<file path="src/rtl/prefetch_issue_queue_if.sv">
`default_nettype none
// ============================================================================
//  Module      : prefetch_issue_queue_if
//  Description : Bundle of the prefetch request input, MSHR issue output and
//                statistics signals of the prefetch issue queue.
//                master : the surrounding logic (prefetcher + MSHR path)
//                slave  : the prefetch_issue_queue itself
//  Signals     : io_in_valid/io_in_ready/io_in_addr   prefetch request
//                io_mshr_avail                         MSHR free this cycle
//                io_flush                              discard queue/history
//                io_out_valid/io_out_ready/io_out_addr/io_out_cmd  issue
//                io_stat_dropped/io_stat_filtered      saturating counters
//  Revision    : 1.0  initial release
// ============================================================================
interface prefetch_issue_queue_if #(
    parameter int ADDR_W = 40
);
    logic              io_in_valid;
    logic              io_in_ready;
    logic [ADDR_W-1:0] io_in_addr;
    logic              io_mshr_avail;
    logic              io_flush;
    logic              io_out_valid;
    logic              io_out_ready;
    logic [ADDR_W-1:0] io_out_addr;
    logic [4:0]        io_out_cmd;
    logic [15:0]       io_stat_dropped;
    logic [15:0]       io_stat_filtered;

    modport master (
        output io_in_valid,
        output io_in_addr,
        output io_mshr_avail,
        output io_flush,
        output io_out_ready,
        input  io_in_ready,
        input  io_out_valid,
        input  io_out_addr,
        input  io_out_cmd,
        input  io_stat_dropped,
        input  io_stat_filtered
    );

    modport slave (
        input  io_in_valid,
        input  io_in_addr,
        input  io_mshr_avail,
        input  io_flush,
        input  io_out_ready,
        output io_in_ready,
        output io_out_valid,
        output io_out_addr,
        output io_out_cmd,
        output io_stat_dropped,
        output io_stat_filtered
    );
endinterface
`default_nettype wire

</file>
<file path="src/rtl/prefetch_issue_queue.sv">
`default_nettype none
// ============================================================================
//  Module      : prefetch_issue_queue
//  Description : Buffers L1D prefetch requests and issues them one at a time
//                to the MSHR allocation path. Requests are line-aligned,
//                duplicates of queued or recently issued lines are filtered,
//                and a full queue drops requests instead of back-pressuring.
//                Issue is held while no MSHR is available.
//  Ports       : clock  - block clock, all state on rising edge
//                reset  - asynchronous active-low reset
//                bus    - prefetch_issue_queue_if.slave (request, issue,
//                         flush, MSHR availability, statistics)
//  Revision    : 1.0  initial release
// ============================================================================
module prefetch_issue_queue #(
    parameter int DEPTH    = 4,
    parameter int HIST     = 4,
    parameter int ADDR_W   = 40,
    parameter int LINE_OFF = 6
) (
    input  wire logic             clock,
    input  wire logic             reset,
    prefetch_issue_queue_if.slave bus
);

    localparam int c_ptr_w  = $clog2(DEPTH);
    localparam int c_cnt_w  = c_ptr_w + 1;
    localparam int c_hptr_w = (HIST > 1) ? $clog2(HIST) : 1;

    localparam logic [c_cnt_w-1:0]  c_depth     = c_cnt_w'(DEPTH);
    localparam logic [c_hptr_w-1:0] c_hist_last = c_hptr_w'(HIST - 1);
    localparam logic [ADDR_W-1:0]   c_line_mask =
        {{(ADDR_W - LINE_OFF){1'b1}}, {LINE_OFF{1'b0}}};
    localparam logic [4:0]          c_cmd_pf_read = 5'h2;

    // ------------------------------------------------------------------
    // State
    // ------------------------------------------------------------------
    logic [ADDR_W-1:0]   r_fifo_addr [DEPTH];
    logic [DEPTH-1:0]    r_fifo_vld;
    logic [c_ptr_w-1:0]  r_head;
    logic [c_ptr_w-1:0]  r_tail;
    logic [c_cnt_w-1:0]  r_count;

    logic [ADDR_W-1:0]   r_hist_addr [HIST];
    logic [HIST-1:0]     r_hist_vld;
    logic [c_hptr_w-1:0] r_hist_ptr;

    logic [15:0]         r_stat_dropped;
    logic [15:0]         r_stat_filtered;

    // ------------------------------------------------------------------
    // Request classification
    // ------------------------------------------------------------------
    logic [ADDR_W-1:0] w_line;
    logic [DEPTH-1:0]  w_fifo_hit;
    logic [HIST-1:0]   w_hist_hit;
    logic              w_match;
    logic              w_req;
    logic              w_full;
    logic              w_filter;
    logic              w_drop;
    logic              w_enq;
    logic              w_out_valid;
    logic              w_deq;

    assign w_line = bus.io_in_addr & c_line_mask;

    // Compare against every valid FIFO slot, including a head that is being
    // handed out this very cycle, so a line can never be queued twice.
    generate
        for (genvar gi = 0; gi < DEPTH; gi++) begin : g_fifo_cmp
            assign w_fifo_hit[gi] = r_fifo_vld[gi] && (r_fifo_addr[gi] == w_line);
        end
        for (genvar gh = 0; gh < HIST; gh++) begin : g_hist_cmp
            assign w_hist_hit[gh] = r_hist_vld[gh] && (r_hist_addr[gh] == w_line);
        end
    endgenerate

    assign w_match  = (|w_fifo_hit) || (|w_hist_hit);
    assign w_req    = bus.io_in_valid && !bus.io_flush;
    // Fullness uses the registered count only: a dequeue in the same cycle
    // does not make room for the incoming request.
    assign w_full   = (r_count == c_depth);
    assign w_filter = w_req && w_match;
    assign w_drop   = w_req && !w_match && w_full;
    assign w_enq    = w_req && !w_match && !w_full;

    assign w_out_valid = (r_count != '0) && bus.io_mshr_avail;
    assign w_deq       = w_out_valid && bus.io_out_ready;

    // ------------------------------------------------------------------
    // Queue pointers, valid bits and history
    // ------------------------------------------------------------------
    always_ff @(posedge clock or negedge reset) begin
        if (!reset) begin
            r_fifo_vld <= '0;
            r_head     <= '0;
            r_tail     <= '0;
            r_count    <= '0;
            r_hist_vld <= '0;
            r_hist_ptr <= '0;
        end else if (bus.io_flush) begin
            // A handshake in the flush cycle still counts as issued on the
            // consumer side; its history entry is discarded with the rest.
            r_fifo_vld <= '0;
            r_head     <= '0;
            r_tail     <= '0;
            r_count    <= '0;
            r_hist_vld <= '0;
            r_hist_ptr <= '0;
        end else begin
            // Enqueue and dequeue never target the same slot: enqueue needs
            // a non-full queue, dequeue a non-empty one, so tail != head.
            if (w_enq) begin
                r_fifo_vld[r_tail] <= 1'b1;
                r_tail             <= r_tail + c_ptr_w'(1);
            end
            if (w_deq) begin
                r_fifo_vld[r_head]     <= 1'b0;
                r_head                 <= r_head + c_ptr_w'(1);
                r_hist_vld[r_hist_ptr] <= 1'b1;
                r_hist_ptr             <= (r_hist_ptr == c_hist_last) ?
                                          '0 : r_hist_ptr + c_hptr_w'(1);
            end
            case ({w_enq, w_deq})
                2'b10:   r_count <= r_count + c_cnt_w'(1);
                2'b01:   r_count <= r_count - c_cnt_w'(1);
                default: r_count <= r_count;
            endcase
        end
    end

    // ------------------------------------------------------------------
    // Line storage (FIFO payload and history lines)
    // ------------------------------------------------------------------
    always_ff @(posedge clock or negedge reset) begin
        if (!reset) begin
            for (int i = 0; i < DEPTH; i++) begin
                r_fifo_addr[i] <= '0;
            end
            for (int i = 0; i < HIST; i++) begin
                r_hist_addr[i] <= '0;
            end
        end else begin
            if (w_enq) begin
                r_fifo_addr[r_tail] <= w_line;
            end
            if (w_deq && !bus.io_flush) begin
                r_hist_addr[r_hist_ptr] <= r_fifo_addr[r_head];
            end
        end
    end

    // ------------------------------------------------------------------
    // Statistics: saturating, untouched by flush
    // ------------------------------------------------------------------
    always_ff @(posedge clock or negedge reset) begin
        if (!reset) begin
            r_stat_dropped  <= '0;
            r_stat_filtered <= '0;
        end else begin
            if (w_drop && (r_stat_dropped != 16'hFFFF)) begin
                r_stat_dropped <= r_stat_dropped + 16'd1;
            end
            if (w_filter && (r_stat_filtered != 16'hFFFF)) begin
                r_stat_filtered <= r_stat_filtered + 16'd1;
            end
        end
    end

    // ------------------------------------------------------------------
    // Outputs
    // ------------------------------------------------------------------
    // Ready simply follows the reset pin: low only while reset is held.
    assign bus.io_in_ready      = reset;
    assign bus.io_out_valid     = w_out_valid;
    assign bus.io_out_addr      = r_fifo_addr[r_head];
    assign bus.io_out_cmd       = c_cmd_pf_read;
    assign bus.io_stat_dropped  = r_stat_dropped;
    assign bus.io_stat_filtered = r_stat_filtered;

endmodule
`default_nettype wire

</file>
<file path="src/flat_wrapper.sv">
// flat-port wrapper written by rule: the top's interface ports become plain ports
module prefetch_issue_queue_flat 
#(
    parameter int DEPTH    = 4,
    parameter int HIST     = 4,
    parameter int ADDR_W   = 40,
    parameter int LINE_OFF = 6
)
  (clock, reset, bus_io_in_valid, bus_io_in_addr, bus_io_mshr_avail, bus_io_flush, bus_io_out_ready, bus_io_in_ready, bus_io_out_valid, bus_io_out_addr, bus_io_out_cmd, bus_io_stat_dropped, bus_io_stat_filtered);
  prefetch_issue_queue_if #(.ADDR_W(ADDR_W)) bus_i ();
  input  wire logic clock;
  input  wire logic reset;
  input wire logic [$bits(bus_i.io_in_valid)-1:0] bus_io_in_valid;
  input wire logic [$bits(bus_i.io_in_addr)-1:0] bus_io_in_addr;
  input wire logic [$bits(bus_i.io_mshr_avail)-1:0] bus_io_mshr_avail;
  input wire logic [$bits(bus_i.io_flush)-1:0] bus_io_flush;
  input wire logic [$bits(bus_i.io_out_ready)-1:0] bus_io_out_ready;
  output wire logic [$bits(bus_i.io_in_ready)-1:0] bus_io_in_ready;
  output wire logic [$bits(bus_i.io_out_valid)-1:0] bus_io_out_valid;
  output wire logic [$bits(bus_i.io_out_addr)-1:0] bus_io_out_addr;
  output wire logic [$bits(bus_i.io_out_cmd)-1:0] bus_io_out_cmd;
  output wire logic [$bits(bus_i.io_stat_dropped)-1:0] bus_io_stat_dropped;
  output wire logic [$bits(bus_i.io_stat_filtered)-1:0] bus_io_stat_filtered;
  assign bus_i.io_in_valid = bus_io_in_valid;
  assign bus_i.io_in_addr = bus_io_in_addr;
  assign bus_i.io_mshr_avail = bus_io_mshr_avail;
  assign bus_i.io_flush = bus_io_flush;
  assign bus_i.io_out_ready = bus_io_out_ready;
  assign bus_io_in_ready = bus_i.io_in_ready;
  assign bus_io_out_valid = bus_i.io_out_valid;
  assign bus_io_out_addr = bus_i.io_out_addr;
  assign bus_io_out_cmd = bus_i.io_out_cmd;
  assign bus_io_stat_dropped = bus_i.io_stat_dropped;
  assign bus_io_stat_filtered = bus_i.io_stat_filtered;
  prefetch_issue_queue #(.DEPTH(DEPTH), .HIST(HIST), .ADDR_W(ADDR_W), .LINE_OFF(LINE_OFF)) u_core (.clock(clock), .reset(reset), .bus(bus_i));
endmodule
</file>
<file path="config.mk">
export PLATFORM = sky130hd
export DESIGN_NAME = prefetch_issue_queue_flat
export DESIGN_NICKNAME = d
export VERILOG_FILES = /design/src/rtl/prefetch_issue_queue_if.sv /design/src/rtl/prefetch_issue_queue.sv /design/src/flat_wrapper.sv
export SDC_FILE = /design/constraint.sdc
export NUM_CORES = 1
export LEC_CHECK = 0
export CORE_ASPECT_RATIO = 0.6
export CORE_MARGIN = 2
export CORE_UTILIZATION = 47
export CTS_CLUSTER_DIAMETER = 50
export DETAILED_ROUTE_END_ITERATION = 7
export PLACE_DENSITY = 0.75
export SLEW_MARGIN = 20
export SYNTH_ARGS = -nofsm -noshare
export SYNTH_HDL_FRONTEND = slang
export SYNTH_SLANG_ARGS = --single-unit
</file>
<file path="constraint.sdc">
create_clock -name clock -period 3.45 [get_ports clock]
set_clock_uncertainty 0.2 [all_clocks]
set_input_delay 0.345 -clock clock [delete_from_list [all_inputs] [get_ports clock]]
set_output_delay 0.345 -clock clock [all_outputs]
set_load 0.05 [all_outputs]
</file>
After elaboration in Yosys (flattened, before gate mapping). Index checks and enable logic that the tools add are counted.

Bits of input ports: 46. Register bits after elaboration: 369. Word-level logic and storage cells: 118.

$lt $le $gt $ge: 11. $add $sub $neg: 7. Bitwise operators: 7. Equal/unequal tests: 14. Multiplexer cells: 30. Reductions and logical operators: 33.

Operators with widths (number): $bwmux W160 (2); $eq A40 B40 Y1 (8); $demux W40 S2 (2); $mux W40 (4); $bmux W40 S2 (1); $add A16 B1 Y16 const B (2); $ne A16 B16 Y1 const B (2); $mux W4 (6); $logic_and A1 B1 Y1 (23); $mux W2 (7); $ge A3 B3 Y1 const B (3); $lt A2 B3 Y1 const B (3); $not A2 Y3 (3); $or A4 B4 Y4 (2); $reduce_or A4 Y1 (2); $add A2 B1 Y2 const B (3); $demux W1 S2 (3); $ge A2 B1 Y1 const B (3); $lt A3 B1 Y1 const B (2); $pmux W3 S2 (1); $reduce_bool A3 Y1 (2); $and A4 B4 Y4 (1); $eq A2 B2 Y1 const B (2); $not A4 Y4 (1); 9 further kinds (14).

Depth between registers and ports, before layout. Gate-level depths: netlist of the first run.

Depth after elaboration: 12. Gate-level depth with buffers: 14.

Least setup slack after synthesis of the first run. No wires, ideal clock.

Kind: input port to flip-flop. Start: input bus_io_in_addr[16]. End: register u_core.r_count[2]. Data arrival time: 2800 ps. Data required time: 3122 ps. Stages: 14. Setup slack: 323 ps. Setup time: 128 ps. Path buffers: 2. Cell sequence: buf_6 xor2_1 nor4_1 nand4_1 or4_1 nand4_1 nor2_1 and3_4 buf_6 nor2_1 fa_1 nor2_1 mux2i_1 mux2_1.

Longest elaborated chain between the ends: 10. Elaborated cells between the ends (all ways): 27. Those cells by class: 10 x eq/ne; 2 x mux; 15 x reduce/logical.

Ends and longest elaborated chain: start: declaration (line flat_wrapper.sv:14) `input wire logic [$bits(bus_i.io_in_addr)-1:0] bus_io_in_addr;`; $eq A40 B40 Y1, on equally long branches (line prefetch_issue_queue.sv:73, prefetch_issue_queue.sv:76); $logic_and A1 B1 Y1, on equally long branches (line prefetch_issue_queue.sv:73, prefetch_issue_queue.sv:76); $reduce_or A4 Y1 (line prefetch_issue_queue.sv:80) `assign w_match = (|w_fifo_hit) || (|w_hist_hit);`; $logic_or A1 B1 Y1 * (line prefetch_issue_queue.sv:80); $logic_not A1 Y1 * (line prefetch_issue_queue.sv:87) `assign w_enq = w_req && !w_match && !w_full;`; $logic_and A1 B1 Y1 * (2 in series) (line prefetch_issue_queue.sv:87); $eq A2 B1 Y1 / $eq A2 B2 Y1 (equally long branches) (line prefetch_issue_queue.sv:126) `case ({w_enq, w_deq})`; $pmux W3 S2 (line prefetch_issue_queue.sv:126); $mux W3 (line prefetch_issue_queue.sv:103) `end else if (bus.io_flush) begin`; end signal: assignment (line prefetch_issue_queue.sv:127) `2'b10: r_count <= r_count + c_cnt_w'(1);`; end signal: assignment (line prefetch_issue_queue.sv:128) `2'b01: r_count <= r_count - c_cnt_w'(1);`; end signal: assignment (line prefetch_issue_queue.sv:129) `default: r_count <= r_count;`; end: declaration (line prefetch_issue_queue.sv:43) `logic [c_cnt_w-1:0] r_count;`.

Mark *: on every way between the ends. The rest lies on a longest branch, timed or not. A chain may end at the register's enable or synchronous reset.

Worst setup path in the final report of the first run.
Start: input bus_io_in_addr[19]. End: register u_core.r_fifo_addr[98] in the netlist's numbering.

Longest elaborated chain between the ends: 7. Elaborated cells between the ends (all ways): 22. Those cells by class: 8 x eq/ne; 14 x reduce/logical.

Ends and longest elaborated chain: $eq A40 B40 Y1, on equally long branches (line prefetch_issue_queue.sv:73, prefetch_issue_queue.sv:76); $logic_and A1 B1 Y1, on equally long branches (line prefetch_issue_queue.sv:73, prefetch_issue_queue.sv:76); $reduce_or A4 Y1 (line prefetch_issue_queue.sv:80); $logic_or A1 B1 Y1 * (line prefetch_issue_queue.sv:80); $logic_not A1 Y1 * (line prefetch_issue_queue.sv:87); $logic_and A1 B1 Y1 * (2 in series) (line prefetch_issue_queue.sv:87); end signal: indexed assignment (line prefetch_issue_queue.sv:147) `r_fifo_addr[r_tail] <= w_line;`; end: declaration (line prefetch_issue_queue.sv:39) `logic [ADDR_W-1:0] r_fifo_addr [DEPTH];`.

Marks and branches as above.

==> flow_summary.yaml, run 1 <==
detailed_routing:
  routedWlPerCell_um: 25.6
  vias: 11300
  postRouteAntennaNets: 0
  avgViaCountPerCell: 5.74
  drc: 0
  drt_iter0_markers: 1158
  drtPass1Iterations: 5
  wirelength_um: 50500
clock_tree:
  tritoncts: "built"
  cts_root_buffer: "clkbuf_16"
  htree_num_levels: 1
  numClockSinks: 321
  cts_made_buffers: 31
  clk_pin_slew_ps: 70
  clk_latency_ps: 590
  clock_tree.buffer_depth: 3
pwr:
  clkPwrFrac_pct: 28.2
  sw_frac_of_total_pct: 34.8
  intPower_mw: 8.05
  p_switching_mw: 4.29
  power_density_nw_per_um2: 599
  p_leak_nw: 9.31
  vdd_drop_max_mv: 0.474
  seqPwrFrac_pct: 41.2
  p_comb_share_pct: 30.6
synthesis:
  synth_edf_count: 0
  syn_inst: 1274
  synth.distinct_cells: 37
  yosys_most_used_dff: "dfrtp_1"
  syn_area_per_cell_um2: 13.1
  ys_seq_elements: 321
  synth_area_um2: 16700
  seq_area_frac_synth_pct: 48.2
  async_flop_share_pct: 100
  synth_top_area_share_pct: 48.2
  ys.warnings.count: 0
  yosysTopAreaCell: "dfrtp_1"
  yosys-top-cells-area: "dfrtp_1 (48%), mux2_2 (11%), xor2_1 (8.3%), mux2_1 (7.9%), xnor2_1 (7.6%)"
worst_setup_path:
  cp.required_ps: 3700
  start_kind: "primary input"
  arrival_ps: 3670
  setup.worst_path.end: "u_core.r_fifo_addr[98]"
  r2r-start: "u_core.r_hist_addr[109]"
  r2r_cells: 12
  r2r_end: "u_core.r_fifo_addr[98]"
  crit_path_start: "bus_io_in_addr[19]"
  crit_fanout: 8
  critPathKind: "primary input to flop"
  endpoint_kind: "flop"
  r2r_slack_ps: 70
global_routing:
  overflow: 0
  antenna_found_initial: 2
  grt_pass1_wl_um: 74500
  track_usage_pct: 27.7
  grt_max_degree: 189
  first_global_vias: 11400
floorplan:
  start_util_pct: 47.7
  die_area_um2: 37000
  rows: 53
  coreArea_um2: 34900
  die_w_um: 247
  die_h_um: 150
  pin_count: 125
timing:
  relSlewSlack_pct: 44.7
  finalSetupTns_ps: 0
  tightest_slew_ps: 829
  post-route-period-util_pct: 99.2
  period_needed_ps: 3420
  grt_setup_unrepaired: "true"
  final_hold_viol_count: 0
  setup_viol: 0
  whs_ps: 85.1
  max_freq_mhz: 292
  slew_viol_final: 0
final_layout:
  layout.cells.non_filler: 1972
  drive_above_1_share_pct: 28.0
  final_util_pct: 58.9
  syn2layout_area_growth_pct: 23.6
  fin_nets: 1546
  fill_cells: 2748
  finalInstanceArea_um2: 20600
placed_design:
  dp_hpwl_um: 37300
  placed_area_um2: 19400
  place_congestion: 0.976
  placed_cells: 1914
  placement.io_buffers: 107
job:
  drv_cap: 0
run_status:
  status: "complete, no violations"
min_path:
  hp-class: "primary input to async pin"
## metrics by stage
step           setup WS (ps)  power, mW
6_report                28.0       12.3
3_3_place_gp            -901       8.66
4_1_cts                 2.81       12.3
3_5_place_dp            -918       8.78
2_1_floorplan            323       7.23
5_1_grt                -56.2       12.8
## layout make-up
cell class | count | area (um^2) | share of cell area (%)
clock buffer | 44 | 915 | 4.44
multi-input combinational | 855 | 8170 | 39.7
antenna | 1 | 2.50 | 0.0121
tap | 467 | 584 | 2.84
inverter | 18 | 67.6 | 0.328
clock inverter | 8 | 93.8 | 0.456
timing repair buffer | 258 | 2730 | 13.3
sequential | 321 | 8040 | 39.0
## power by group through the flow
| stage | sequential, mW | clock [mW] | combinational (mW) |
|---|---|---|---|
| 5_1_grt | 5.16 | 3.67 | 3.95 |
| 3_5_place_dp | 5.12 | 0 | 3.66 |
| 4_1_cts | 5.06 | 3.51 | 3.69 |
| 3_3_place_gp | 5.07 | 0 | 3.59 |
| 2_1_floorplan | 5.01 | 0 | 2.22 |
| 6_report | 5.08 | 3.48 | 3.78 |
## cells in the mapped netlist, drive strengths merged (3+ instances only)
master / instances
mux4: 34
or4: 4
a221oi: 4
inv: 18
xnor2: 146
nand3: 19
nor2: 21
dfrtp: 321
nand4: 46
nor3: 24
mux2i: 3
xor2: 158
mux2: 277
nor4: 40
a21o: 4
buf: 71
nand2: 29
and3: 9
clkbuf: 18
nor2b: 3
ha: 14
## kinds of logic after synthesis
group | Yosys count | synth area share (%)
multiplexers | 314 | 23.5
other | 2 | 0.0451
XOR/XNOR | 304 | 16.0
adder cells (fa/ha/maj) | 15 | 1.17
AND/OR/NAND/NOR | 198 | 6.84
flip-flops | 321 | 48.2
AO/OA/AOI/OAI | 13 | 0.593
buffers and inverters | 107 | 3.65
## layer usage
layer	track usage (%)	vias up	part of all wire (%)
met3	11.8	75	12
met5	0	-	0
met4	5.57	0	2.1
met2	37.2	465	40
li1	-	4849	-
met1	41.0	5939	45
## state kept, by name, summed over array words and instances, names as in the netlist
name,flops
u_core.r_head,2
u_core.r_tail,2
u_core.r_fifo_addr,136
u_core.bus.io_stat_dropped,16
u_core.bus.io_stat_filtered,16
u_core.r_fifo_vld,4
u_core.r_count,3
u_core.r_hist_addr,136
u_core.r_hist_ptr,2
u_core.r_hist_vld,4
## critical path: stages
cell and delay [ps]:
clkdlybuf4s50_1 520, buf_4 230, buf_4 150, xnor2_1 340
nand4_1 140, nor4_1 290, nand4_1 300, nand4_1 240
nor2_2 70, and3_4 200, buf_6 180, nand2_8 150
clkbuf_16 180, mux2_1 320
## layout by cell type (no fill, tap or decap), types with 5 or more instances in the layout
master           count
nor2_1              19
conb_1              11
clkbuf_16           32
nand3_1             18
inv_1               18
clkbuf_8             9
xor2_1             155
nand2_1             25
mux4_2              34
ha_1                14
clkinv_2             5
clkdlybuf4s50_1    105
buf_4              109
nor4_1              35
nand4_1             46
dfrtp_1            319
xnor2_1            144
mux2_1             117
mux2_2             160
nor3_1              23
buf_12              36
## how the worst min path moves through the flow
| stage | to | cells after the start | slack, ps |
|---|---|---|---|
| global route | u_core.r_hist_addr[96] | 2 | 120 |
| CTS | u_core.r_hist_addr[108] | 2 | 90 |
| detailed placement | u_core.r_hist_addr[108] | 1 | 120 |
| finish | u_core.r_hist_addr[108] | 2 | 90 |
| floorplan | u_core.bus.io_stat_dropped[0] | 0 | -150 |
| global placement | u_core.r_hist_addr[108] | 1 | 120 |
## repair_timing
action | in CTS | in global routing
gates cloned | 0 | 1
setup endpoints to repair | 147 | 138
pin swaps | 0 | 11
hold buffers | 1 | 0
buffers inserted | 0 | 2
resized for setup | 3 | 18
hold endpoints to repair | 58 | 0
Note: power is estimated with default switching activity, not from simulation.
==> run 2: changes to the inputs <==
--- a/config.mk
+++ b/config.mk
@@ -10,6 +10,7 @@
 export CORE_UTILIZATION = 47
 export CTS_CLUSTER_DIAMETER = 50
 export DETAILED_ROUTE_END_ITERATION = 7
+export GPL_TIMING_DRIVEN = 0
 export PLACE_DENSITY = 0.75
 export SLEW_MARGIN = 20
 export SYNTH_ARGS = -nofsm -noshare
==> run 2 against run 1 <==
  * Hold slack better by 74 ps
  * Via count down 3.6%
  * Utilization down 2.2 points
  * Routed wire length down 5.7%
  * Critical path depth unchanged
  * Cell area down 3.8%
  * Combinational power down 8.5%
  * Count of clock-buffer cells in the layout up 4
  * Critical endpoint is now u_core.r_fifo_addr[77]
==> flow_summary.yaml, run 2 (same netlist as run 1, synthesis figures left out) <==
clock_tree:
  tritoncts: "built"
  numClockSinks: 321
  clk_latency_ps: 530
  cts_made_buffers: 34
  htree_num_levels: 2
  clock_tree.buffer_depth: 3
  cts_root_buffer: "clkbuf_16"
  clk_pin_slew_ps: 60
worst_setup_path:
  cpMostUsedCell: "nand4_1"
  endpoint_kind: "flop"
  r2r_slack_ps: 80
  crit_buf_inv: 5
  max_stage_delay_ps: 590
  cpMaxStageDelayCell: "clkdlybuf4s50_1"
  crit_fanout: 10
  arrival_ps: 3600
  start_kind: "primary input"
  cp.required_ps: 3640
  crit_family: "buffers and inverters"
  critPathKind: "primary input to flop"
  crit_chain: "clkdlybuf4s50_1 -> buf_4 -> xnor2_2 -> nand4_1 -> nor4_1 -> nand4_1 -> nand4_1 -> buf_4 -> nor2_2 -> and3_4 -> buf_12 -> nand2_8 -> buf_6 -> mux2_1"
detailed_routing:
  drc: 0
  vias: 10900
  drt_iter0_markers: 1108
  wirelength_um: 47600
  avgViaCountPerCell: 5.68
  drtPass1Iterations: 5
  routedWlPerCell_um: 24.8
  postRouteAntennaNets: 0
placed_design:
  place_congestion: 0.917
  placement.io_buffers: 107
  placed_cells: 1860
  dp_slack_ps: -1170
  dp_hpwl_um: 35800
run_status:
  status: "complete, no violations"
final_layout:
  reg_top3: "u_core.r_fifo_addr: 136 flops, u_core.r_hist_addr: 136 flops"
  fin_nets: 1492
  fill_cells: 2794
  final_common_cell: "dfrtp_1"
  final_util_pct: 56.7
  insertedDiodeCount: 0
  layout.cells.non_filler: 1922
  syn2layout_area_growth_pct: 18.9
  drive_above_1_share_pct: 23.8
  final_cell_mix: "dfrtp_1 (321), mux2_2 (160), xor2_1 (157), xnor2_1 (142), mux2_1 (117)"
timing:
  setup_viol: 0
  post-route-period-util_pct: 98.6
  setup_ws_ps: 47.5
  period_needed_ps: 3400
  max_freq_mhz: 294
  relSlewSlack_pct: 51.0
  grt_setup_unrepaired: "true"
  tightest_slew_ps: 736
  finalSetupTns_ps: 0
  final_hold_viol_count: 0
  slew_viol_final: 0
pwr:
  p_leak_nw: 8.96
  p_total_mw: 12.3
  vdd_drop_max_mv: 0.403
  power_density_nw_per_um2: 623
floorplan:
  coreArea_um2: 34900
  rows: 53
  die_h_um: 150
  die_w_um: 247
  die_area_um2: 37000
  start_util_pct: 47.7
  pin_count: 125
job:
  drv_cap: 0
global_routing:
  grt_pass1_wl_um: 70200
  first_global_vias: 10900
  grt_max_degree: 99
  track_usage_pct: 26.1
  overflow: 0
  antenna_found_initial: 1
min_path:
  hp-class: "primary input to async pin"
run 2: cell count changes in the layout (fill, tap and decap cells not counted), moves of 5 or more:
cell / before / now
dlygate4sd2_1: 0 / 35
clkbuf_4: 0 / 5
clkbuf_1: 4 / 22
nor4_2: 4 / 10
nor4_1: 35 / 29
buf_2: 0 / 9
clkdlybuf4s50_1: 105 / 67
buf_6: 2 / 26
buf_12: 36 / 1
buf_1: 0 / 5
buf_4: 109 / 26
run 2: worst paths after layout:
| path | cells after the start | startpoint | end |
|---|---|---|---|
| max in group asynchronous | 3 | reset | u_core.r_fifo_addr[127] |
| min in group clock | 3 | bus_io_in_addr[23] | u_core.r_fifo_addr[103] |
| max | 14 | bus_io_in_addr[39] | u_core.r_fifo_addr[77] |
| min reg2reg | 1 | u_core.bus.io_stat_dropped[10] | u_core.bus.io_stat_dropped[10] |
| max reg2reg | 11 | u_core.r_hist_addr[157] | u_core.r_fifo_addr[77] |
| min | 2 | reset | u_core.r_hist_addr[108] |
run 2: per-layer routing:
metal  routed length, um  GRT usage (%)
met3                4100           5.74
met5                   0              0
met1               23400           41.9
met2               19600           36.0
met4                 544           4.01
run 2: cell type report:
class | instances | area, um^2 | share of cell area, %
buffer | 87 | 657 | 3.31
clock buffer | 48 | 975 | 4.92
clock inverter | 12 | 155 | 0.783
inverter | 18 | 67.6 | 0.341
multi-input combinational | 855 | 8180 | 41.3
sequential | 321 | 8030 | 40.5
tap | 467 | 584 | 2.95
timing repair buffer | 114 | 1170 | 5.90
run 2: report_power, final:
| group | switching (mW) | total [mW] | internal [mW] |
|---|---|---|---|
| clock | 1.60 | 3.82 | 2.22 |
| sequential | 0.609 | 5.07 | 4.46 |
| combinational | 2.06 | 3.46 | 1.40 |
run 2: what timing repair did:
| item | in CTS | in global routing |
|---|---|---|
| gates resized for setup | 94 | 26 |
| buffers inserted | 3 | 0 |
| endpoints found under the hold margin | 57 | 0 |
| setup endpoints to repair | 224 | 138 |
| hold buffers | 1 | 0 |
| pin swaps | 7 | 7 |
run 2: worst reg2reg max path, cell delays in order (launching register included):
cell and delay, ps:
dfrtp_1 390, xor2_1 150, nor4_2 380, nand4_1 240, or4_1 570, nand4_1 180
nor2_2 100, and3_4 180, buf_12 160, nand2_8 150, buf_6 190, mux2_1 340
run 2: metrics by stage:
stage	hold WS, ps	area [um^2]
after floorplan	-151	16700
after global placement	264	18400
after detailed placement	130	18400
after CTS	171	19700
after global routing	196	19800
final	159	19800
==> run 3: changes to the inputs <==
--- a/config.mk
+++ b/config.mk
@@ -11,7 +11,8 @@
 export CTS_CLUSTER_DIAMETER = 50
 export DETAILED_ROUTE_END_ITERATION = 7
 export GPL_TIMING_DRIVEN = 0
-export PLACE_DENSITY = 0.75
+export PLACE_DENSITY = 0.78
+export RECOVER_POWER = 50
 export SLEW_MARGIN = 20
 export SYNTH_ARGS = -nofsm -noshare
 export SYNTH_HDL_FRONTEND = slang
==> run 3 against run 2 <==
  * Final cell count grew 0.88%
  * Utilization grew 0.52 points
  * Count of clock-buffer cells in the layout shrank 5
  * The flow now finishes with violations (max-capacitance violations, max-slew violations)
  * Hold slack lost 130 ps
  * Non-clock buffer count grew 19
  * Worst setup slack lost 2.3 ps
  * Die area is the same
  * Cell area grew 0.92%
  * Sequential share of layout area shrank 0.37 points
==> flow_summary.yaml, run 3 (same netlist as run 1, synthesis figures left out) <==
final_layout:
  final_cell_mix: "dfrtp_1 (321), mux2_2 (160), xor2_1 (158), xnor2_1 (143), mux2_1 (103)"
  finalInstanceArea_um2: 20000
  layout.cells.non_filler: 1939
  fin_nets: 1508
  syn2layout_area_growth_pct: 20.0
  reg_top3: "u_core.r_fifo_addr: 136 flops, u_core.r_hist_addr: 136 flops"
  final_common_cell: "dfrtp_1"
  drive_above_1_share_pct: 26.0
timing:
  final_hold_viol_count: 0
  slew_viol_final: 80
  tightest_slew_ps: 2100
  period_needed_ps: 3400
  post-route-period-util_pct: 98.7
  max_freq_mhz: 294
  setup_viol: 0
  grt_setup_unrepaired: "true"
  relSlewSlack_pct: -40.1
placed_design:
  place_congestion: 0.916
  placed_cells: 1860
  placed_area_um2: 18400
  placement.io_buffers: 107
  dp_hpwl_um: 35700
global_routing:
  overflow: 0
  first_global_vias: 11200
  grt_pass1_wl_um: 70400
  grt_max_degree: 100
  track_usage_pct: 26.1
  antenna_found_initial: 2
clock_tree:
  numClockSinks: 321
  clk_pin_slew_ps: 60
  clock_tree.buffer_depth: 3
  clk_latency_ps: 600
  htree_num_levels: 1
  cts_made_buffers: 31
  cts_root_buffer: "clkbuf_16"
  tritoncts: "built"
detailed_routing:
  avgViaCountPerCell: 5.73
  drtPass1Iterations: 5
  vias: 11100
  routedWlPerCell_um: 24.7
  postRouteAntennaNets: 0
  wirelength_um: 47800
  drc: 0
  drt_iter0_markers: 1105
floorplan:
  pin_count: 125
  die_h_um: 150
  coreArea_um2: 34900
  die_area_um2: 37000
  die_w_um: 247
  start_util_pct: 47.7
  rows: 53
pwr:
  power_density_nw_per_um2: 613
  vdd_drop_max_mv: 0.436
  p_leak_nw: 9.10
worst_setup_path:
  critPathKind: "flop to flop"
  arrival_ps: 3670
  start_kind: "flop"
  r2r_slack_ps: 50
  cp.required_ps: 3710
  endpoint_kind: "flop"
  crit_fanout: 10
run_status:
  violations: "max-capacitance violations, max-slew violations"
  status: "complete, but fails checks"
job:
  drv_cap: 1
min_path:
  hp-class: "primary input to async pin"
==> run 3: changes by cell type in the layout (fill, tap and decap cells not counted), sizes merged <==
| cell | before | now |
|---|---|---|
| diode | 0 | 1 |
| clkbuf | 70 | 68 |
| inv | 22 | 20 |
| dlymetal6s2s | 4 | 2 |
| clkdlybuf4s50 | 67 | 75 |
| bufinv | 3 | 4 |
| clkinvlp | 1 | 0 |
| clkinv | 4 | 8 |
| buf | 72 | 89 |
| dlygate4sd2 | 35 | 28 |
==> run 3: report_power, final <==
group,switching [mW],internal [mW]
Combinational,2.07,1.47
Sequential,0.620,4.46
Clock,1.55,2.10
==> run 3: final timing paths <==
check                      cells after the start                        endpoint                          start
hold reg to reg                                1   u_core.bus.io_stat_dropped[8]  u_core.bus.io_stat_dropped[8]
setup reg to reg                              12         u_core.r_fifo_addr[105]         u_core.r_hist_addr[37]
hold / removal                                 2         u_core.r_hist_addr[136]                          reset
min in group clock                             3         u_core.r_fifo_addr[158]             bus_io_in_addr[38]
max in group asynchronous                      4  u_core.bus.io_stat_dropped[12]                          reset
setup / recovery                              12         u_core.r_fifo_addr[105]         u_core.r_hist_addr[37]
==> run 3: repair_timing <==
item,4_1_cts,5_1_grt
cloned,0,1
pin swaps,8,14
setup endpoints to repair,216,131
gates resized for setup,82,56
hold endpoints to repair,123,0
hold buffers,1,0
setup buffers,8,12
==> run 3: final cells by class <==
class	count	area, um^2
sequential	321	8030
tap	467	584
timing repair buffer	132	1300
fill	2751	14900
multi-input combinational	855	8220
clock inverter	14	184
buffer	88	714
clock buffer	43	891
inverter	18	67.6
antenna	1	2.50
==> run 3: critical path, stage by stage, from the launching register on <==
cell and delay [ps]:
dfrtp_1 390, xor2_1 170, nor4_2 310, nand4_1 280, or4_4 640, nand4_1 110
buf_6 150, nor2_4 40, and3_4 180, buf_12 160, nand2_8 140, buf_12 170
mux2_1 320
==> run 3: metrics by stage <==
stage                     setup TNS, ps  power, mW  util, %  hold WS [ps]  worst slack (ps)
after CTS                             0       12.1     56.4          53.4              41.7
final                                 0       12.3     57.2          25.9              45.2
after global routing               -307       12.7     57.2          62.2             -50.2
after global placement         -4067090       8.42     52.5           265            -12170
after detailed placement        -173950       8.53     52.8          61.6             -1180
after floorplan                       0       7.23        -          -151               323
==> run 3: metal layers <==
layer | vias to the layer above | share of wire, % | track usage [%]
met5 | - | 0 | 0.802
met4 | 0 | 2.1 | 5.48
met3 | 71 | 11 | 10.5
met2 | 480 | 41 | 35.8
met1 | 5769 | 45 | 38.4
li1 | 4785 | - | -
